===== src/rtl/pa_ifu_tagram_ctrl_pkg.sv =====
`default_nettype none
// +----------------------------------------------------------------------+
// | Module : pa_ifu_tagram_ctrl_pkg                                        |
// | Desc   : Shared sizes and FSM encoding for the IFU tag-RAM controller |
// | Rev    : 1.0  initial release                                         |
// +----------------------------------------------------------------------+
package pa_ifu_tagram_ctrl_pkg;

    localparam int c_addr_width = 7;
    localparam int c_data_width = 43;
    localparam int c_entries    = 128;

    typedef enum logic [0:0] {
        IDLE = 1'b0,
        INV  = 1'b1
    } tagram_state_e;

endpackage : pa_ifu_tagram_ctrl_pkg
`default_nettype wire


===== src/rtl/pa_ifu_tagram_ctrl.sv =====
`default_nettype none
// +----------------------------------------------------------------------+
// | Module : pa_ifu_tagram_ctrl                                            |
// | Desc   : Tag-RAM port arbiter (refill > read) with invalidate sweep;   |
// |          PA_TAGRAM_PARITY_EN adds even parity in the top data bit.     |
// | Rev    : 1.0  initial release                                         |
// +----------------------------------------------------------------------+
module pa_ifu_tagram_ctrl
    import pa_ifu_tagram_ctrl_pkg::*;
#(
    parameter int ADDR_WIDTH = c_addr_width,
    parameter int DATA_WIDTH = c_data_width
) (
    input  logic                  forever_cpuclk,
    input  logic                  cpurst_b,
    input  logic                  inv_req,
    output logic                  inv_busy,
    output logic                  inv_done,
    input  logic                  rfl_req,
    input  logic [ADDR_WIDTH-1:0] rfl_addr,
    input  logic [DATA_WIDTH-1:0] rfl_data,
    output logic                  rfl_gnt,
    input  logic                  rd_req,
    input  logic [ADDR_WIDTH-1:0] rd_addr,
    output logic                  rd_gnt,
    output logic                  rd_vld,
    output logic [DATA_WIDTH-1:0] rd_data,
    output logic                  rd_par_err,
    output logic                  ram_cen,
    output logic                  ram_gwen,
    output logic [DATA_WIDTH-1:0] ram_wen,
    output logic [ADDR_WIDTH-1:0] ram_a,
    output logic [DATA_WIDTH-1:0] ram_d,
    input  logic [DATA_WIDTH-1:0] ram_q
);

    tagram_state_e         r_state;
    logic [ADDR_WIDTH-1:0] r_cnt;
    logic                  r_inv_done;
    logic                  r_rd_vld;
    logic [ADDR_WIDTH-1:0] r_a_hold;
    logic [DATA_WIDTH-1:0] r_d_hold;

    logic                  w_inv;
    logic                  w_idle;
    logic                  w_sweep_start;
    logic                  w_rfl_gnt;
    logic                  w_rd_gnt;
    logic                  w_wr;
    logic                  w_access;
    logic [DATA_WIDTH-1:0] w_rfl_word;
    logic [ADDR_WIDTH-1:0] w_a;
    logic [DATA_WIDTH-1:0] w_d;

    // Grants are masked while reset is low so the SRAM stays deselected.
    assign w_inv         = (r_state == INV);
    assign w_idle        = (r_state == IDLE) && cpurst_b;
    assign w_sweep_start = w_idle && inv_req;
    assign w_rfl_gnt     = w_idle && !inv_req && rfl_req;
    assign w_rd_gnt      = w_idle && !inv_req && !rfl_req && rd_req;
    assign w_wr          = w_inv || w_rfl_gnt;
    assign w_access      = w_wr || w_rd_gnt;

`ifdef PA_TAGRAM_PARITY_EN
    assign w_rfl_word = {^rfl_data[DATA_WIDTH-2:0], rfl_data[DATA_WIDTH-2:0]};
    assign rd_par_err = r_rd_vld && (^ram_q);
`else
    assign w_rfl_word = rfl_data;
    assign rd_par_err = 1'b0;
`endif

    always_comb begin
        w_a = r_a_hold;
        w_d = r_d_hold;
        if (w_inv) begin
            w_a = r_cnt;
            w_d = '0;
        end else if (w_rfl_gnt) begin
            w_a = rfl_addr;
            w_d = w_rfl_word;
        end else if (w_rd_gnt) begin
            w_a = rd_addr;
        end
    end

    always_ff @(posedge forever_cpuclk or negedge cpurst_b) begin
        if (!cpurst_b) begin
            r_state    <= IDLE;
            r_cnt      <= '0;
            r_inv_done <= 1'b0;
            r_rd_vld   <= 1'b0;
            r_a_hold   <= '0;
            r_d_hold   <= '0;
        end else begin
            r_inv_done <= w_inv && (&r_cnt);
            r_rd_vld   <= w_rd_gnt;
            if (w_access) begin
                r_a_hold <= w_a;
                r_d_hold <= w_d;
            end
            case (r_state)
                IDLE: begin
                    if (w_sweep_start) begin
                        r_state <= INV;
                        r_cnt   <= '0;
                    end
                end
                INV: begin
                    if (&r_cnt) begin
                        r_state <= IDLE;
                    end
                    r_cnt <= r_cnt + 1'b1;
                end
                default: r_state <= IDLE;
            endcase
        end
    end

    assign inv_busy = w_inv;
    assign inv_done = r_inv_done;
    assign rfl_gnt  = w_rfl_gnt;
    assign rd_gnt   = w_rd_gnt;
    assign rd_vld   = r_rd_vld;
    assign rd_data  = ram_q;
    assign ram_cen  = !w_access;
    assign ram_gwen = !w_wr;
    assign ram_wen  = {DATA_WIDTH{!w_wr}};
    assign ram_a    = w_a;
    assign ram_d    = w_d;

endmodule : pa_ifu_tagram_ctrl
`default_nettype wire


===== config.mk =====
export PLATFORM = sky130hd
export DESIGN_NAME = pa_ifu_tagram_ctrl
export DESIGN_NICKNAME = d
export VERILOG_FILES = /design/src/rtl/pa_ifu_tagram_ctrl_pkg.sv /design/src/rtl/pa_ifu_tagram_ctrl.sv
export SDC_FILE = /design/constraint.sdc
export NUM_CORES = 1
export LEC_CHECK = 0
export CORE_MARGIN = 2
export CORE_UTILIZATION = 32
export CTS_CLUSTER_SIZE = 40
export DETAILED_ROUTE_END_ITERATION = 12
export GPL_TIMING_DRIVEN = 0
export PLACE_DENSITY = 0.76
export SLEW_MARGIN = 20
export SYNTH_ARGS = -nofsm -noshare
export SYNTH_HDL_FRONTEND = slang
export SYNTH_SLANG_ARGS = --single-unit

===== constraint.sdc =====
create_clock -name forever_cpuclk -period 3.4 [get_ports forever_cpuclk]
set_input_delay 0.68 -clock forever_cpuclk [delete_from_list [all_inputs] [get_ports forever_cpuclk]]
set_output_delay 0.68 -clock forever_cpuclk [all_outputs]
set_load 0.02 [all_outputs]

== Word level (Yosys, flattened, before mapping) ==
Index checks and enable logic that the tools add are counted.

* Register bits: 60
* Word-level logic and storage cells: 33
* Output and inout port bits: 144
* Bits of input ports: 105

* Mux-type cells: 10
* $add $sub $neg: 1
* Bitwise gates (word level): 1
* Reductions and logical operators: 14
* Eq/ne operators: 1

{| class="wikitable"
|+ Operators by type and width
! cell !! count
|-
| $mux 43 || 2
|-
| $mux 7 || 4
|-
| $pmux 7 s2 || 1
|-
| $add 7x1->7 const B || 1
|-
| $logic_and 1x1->1 || 7
|-
| $reduce_and 7->1 || 1
|-
| $logic_not 1->1 || 4
|-
| $logic_or 1x1->1 || 2
|-
| $mux 1 || 2
|-
| $ne 2x2->1 const B || 1
|-
| $pmux 1 s2 || 1
|-
| $not 1->1 || 1
|}

== Longest topological paths before layout ==
* Word-level depth: 8
* Gate-level depth with buffers: 5
* Gate-level depth less buffers: 4

== Worst setup path after synthesis ==
OpenSTA, ideal clock, no wires.

* Kind: input port to output port
* Start point: in rfl_req
* End point: out ram_wen[0]
* Arrival time: 3.124 ns
* Path slack: -0.404 ns
* Stages: 5
* Cells stage by stage: and3b_2 -> buf_4 -> buf_6 -> nor2_1 -> buf_4

* Longest elaborated chain between the ends: 3

{| class="wikitable"
|+ RTL lines
! what !! line !! RTL
|-
| start, declared || pa_ifu_tagram_ctrl.sv:19 || <nowiki>input logic rfl_req,</nowiki>
|-
| $logic_and 1x1->1 || pa_ifu_tagram_ctrl.sv:59 || <nowiki>assign w_rfl_gnt = w_idle && !inv_req && rfl_req;</nowiki>
|-
| $logic_or 1x1->1 || pa_ifu_tagram_ctrl.sv:61 || <nowiki>assign w_wr = w_inv || w_rfl_gnt;</nowiki>
|-
| $logic_not 1->1 || - ||
|-
| end, declared || pa_ifu_tagram_ctrl.sv:31 || <nowiki>output logic [DATA_WIDTH-1:0] ram_wen,</nowiki>
|}

Every way passes these cells.

== Worst setup path after layout ==
* Start point: in rfl_req
* End point: out ram_wen[26]

* Longest elaborated chain between the ends: 3

{| class="wikitable"
|+ RTL lines
! what !! line !! RTL
|-
| $logic_and 1x1->1 || pa_ifu_tagram_ctrl.sv:59 ||
|-
| $logic_or 1x1->1 || pa_ifu_tagram_ctrl.sv:61 ||
|-
| $logic_not 1->1 || pa_ifu_tagram_ctrl.sv:127 || <nowiki>assign ram_wen = {DATA_WIDTH{!w_wr}};</nowiki>
|}

Every way passes these cells.

==> impl_results.md <==
- Yosys top cell area share: 0.417
- Maximum vdd drop: around 0.37 mV
- First-pass GRT wire length: roughly 17000 um
- Design area: 6210 sq um
- Power density over cell area: between 300 and 400 nW/um^2
- Largest area contributor in the netlist: dfrtp_1
- Flop pwr share: 0.360
- Synth cell types: 38
- DRC: 0
- Multi-input logic area: 1370 sq um
- Slowest-stage cell, CP: clkdlybuf4s50_1
- Clk_skew: 0.00730 ns
- Post-synth ARST share: 1.00
- Vias in the first global route: 3605
- DP Area: 5830 sq um
- Logic gate share of total power: 0.280
- Mapped Area: 3600 sq um
- Crit-path max cell delay: 0.59 ns
- Syn Nets: 536
- Io pins: 249
- Num rows: 38
- Reg-to-reg slack, setup: 1.77 ns
- DR pass1 iterations: 4
- Ys flop type: dfrtp_1
- Pin count of the biggest net entering global routing: 37
- Arrival time at the worst endpoint: approximately 2.7 ns
- Crit path capture type: primary output
- Crit. path cell count: 7
- Most frequent cells after synthesis: nand2_1, a21oi_1, buf_4
- Outcome: finished, final reports clean
- Synthesis-stage register bit count: 60
- Die ar.: 12100 sq um
- Starting Density: 0.329
- Total clock buffers created by CTS: 9
- Internal power: 1.72 mW
- WS Path Type: input port to primary output
- Crit path max-delay family: buffers and inverters
- Max-slew violations: 0
- Crit path max fanout: 17
- Clock sink count: 60
- R2R Path End: r_d_hold[31]
- Sw frac: 0.290
- Post-synthesis sequential area ratio: 0.417
- Synthesis-to-finish area growth: 72.4%
- Hold Fails Final Rpt: 0
- Fin Setup TNS: 0 ns
- Net switching power: 701 uW
- Reg clk slew, reported paths: about 0.05 ns
- MaxCap Viol Count: 0
- Measured slew at the worst slew-check pin: slightly below 0.6 ns
- Layout cell share with drive strength beyond 1: 0.204
- CP required: between 2 and 3 ns
- Total Wirelength: 11200 um
- Final Setup Violations: 0
- Worst Path Buf+Inv: 5
- Core Box Area: approximately 11000 sq um
- ANT nets after route: 0
- Finished Core Util: 0.568
- Sequential Area: 1500 sq um
- Final nets: 758
- Hold Crit Class: input port to async pin
- Syn Inst Count: 430
- Max Buffers Root-to-Sink: 2
- H-Tree Depth: 3
- Final period utilization: 0.985
- Gr usage total: 0.177
- Placed Cells: 774
- R2R Path Start: inv_busy
- Skew-Pair Late Insertion Delay: 0.32 ns
- Port Buffer Count: 203
- Clk network pwr share: 0.360
- Post-synth EDFFs: 0
- Placer congestion estimate: between 0.8 and 0.9
- Fmax: approximately 0.30 GHz
- CP cell instances: clkdlybuf4s50_1 -> and3b_2 -> buf_4 -> buf_6 -> nor2_4 -> buf_4 -> clkdlybuf4s50_1
- Layout Cells excl Fill: 796
- Diodes inserted: 0
- Total grt overflow: 0
- Fill count: 989
- Startpoint types: input port
- Die W: 110 um
- Worst setup path startpoint: rfl_req
- Iteration-0 DRC Markers: 152
- Dpl hpwl: 8300 um
- Initial antenna violation count: 0
- Die Y: roughly 110 um
- Ys Warns: 0
- Pleak: between 2 and 3 nW
- Headroom to the max-slew limit: 0.606
- Register-to-Register Path Depth: 4
- Count leader, synth: nand2_1
- Crit path capture: ram_wen[26]
- TritonCTS clock tree: yes
- Largest cells by area after synthesis: dfrtp_1, buf_4, a21oi_1
- Clock root cell: clkbuf_16
- Final critical-path required period: 3.35 ns
- Wire length per cell: 14.1 um
- DR vias: approximately 3700
- Avg Inst Size Synth: about 8.4 sq um
- Drt via density: 4.69
==> kinds of logic (layout without fill, tap and decap cells) <==
kind of cell             Yosys count  after routing  synth area share
flip-flops                        60             60             0.417
buffers and inverters            116            335             0.227
AND/OR/NAND/NOR                  127            134             0.151
multiplexers                       2              2           0.00556
adder cells (fa/ha/maj)            1              1           0.00347
AO/OA/AOI/OAI                    123            123             0.195
other                              1              1           0.00104
==> power groups by stage <==
| stage | Sequential, mW | Clock [mW] | Combinational (mW) |
|---|---|---|---|
| final | 0.870 | 0.871 | 0.679 |
| after detailed placement | 0.876 | 0 | 0.675 |
| after CTS | 0.866 | 0.884 | 0.683 |
| after global placement | 0.872 | 0 | 0.658 |
| after global routing | 0.878 | 0.919 | 0.737 |
| after floorplan | 0.855 | 0 | 0.387 |
==> flip-flops by register name (all words and copies together) (netlist names) <==
register	flops
rd_vld	1
r_d_hold	43
inv_busy	1
inv_done	1
r_a_hold	7
r_cnt	7
==> layout by cell type (no fill, tap or decap), drive strengths merged, types with 2 or more instances in the layout <==
| cell type | Yosys | layout |
|---|---|---|
| o31ai | 4 | 4 |
| a2bb2oi | 2 | 2 |
| o31a | 2 | 2 |
| dlymetal6s2s | 0 | 9 |
| nor2 | 9 | 16 |
| buf | 106 | 111 |
| nand2 | 98 | 98 |
| a21o | 2 | 2 |
| nand3b | 2 | 2 |
| nand4b | 2 | 2 |
| dfrtp | 60 | 60 |
| mux2i | 2 | 2 |
| clkdlybuf4s50 | 0 | 175 |
| a21oi | 94 | 94 |
| nand2b | 5 | 5 |
| inv | 4 | 4 |
| dlygate4sd2 | 0 | 15 |
| a221o | 5 | 5 |
| nand3 | 4 | 4 |
| a31oi | 2 | 2 |
| o21ai | 5 | 5 |
| clkbuf | 6 | 20 |
| o22a | 2 | 2 |
==> per-stage QoR <==
stage | setup WS (ns) | hold WS [ns] | power [mW]
final | 0.0507 | 0.232 | 2.42
after global routing | -0.00813 | 0.249 | 2.53
after detailed placement | -0.614 | 0.513 | 1.55
after global placement | -3.23 | 0.500 | 1.53
after CTS | 0.00637 | 0.306 | 2.43
after floorplan | 0.272 | 0.384 | 1.24
==> how the worst min path moves through the flow <==
| stage | start | to | slack (ns) |
|---|---|---|---|
| floorplan | cpurst_b | inv_busy | 0.38 |
| global placement | r_a_hold[4] | r_a_hold[4] | 0.50 |
| detailed placement | r_a_hold[1] | r_a_hold[1] | 0.51 |
| CTS | cpurst_b | r_a_hold[5] | 0.31 |
| global route | cpurst_b | r_a_hold[5] | 0.25 |
| finish | cpurst_b | r_a_hold[5] | 0.23 |
==> metal layers <==
metal  global-route usage  vias to the layer above  wire [um]
met5                    0                        -          0
met4               0.0580                        0        218
met3               0.0423                       20        911
met2                0.323                      188       5670
met1                0.203                     1708       4390
li1                     -                     1815          -
==> layout make-up <==
cell class                      count  area share
Sequential cell                    60       0.242
Inverter                            4     0.00242
Multi-Input combinational cell    261       0.221
Clock buffer                       14      0.0457
Buffer                            112       0.130
Tap cell                          140      0.0282
Timing Repair Buffer              204       0.330
Clock inverter                      1    0.000806
==> timing repair <==
action	4_1_cts	5_1_grt
endpoints found under the setup margin	85	25
endpoints found under the hold margin	0	0
hold buffers	0	0
cloned	6	1
pin swaps	3	1
resized for setup	22	17
setup buffers	0	0
Power figures use the tool's default switching activity.
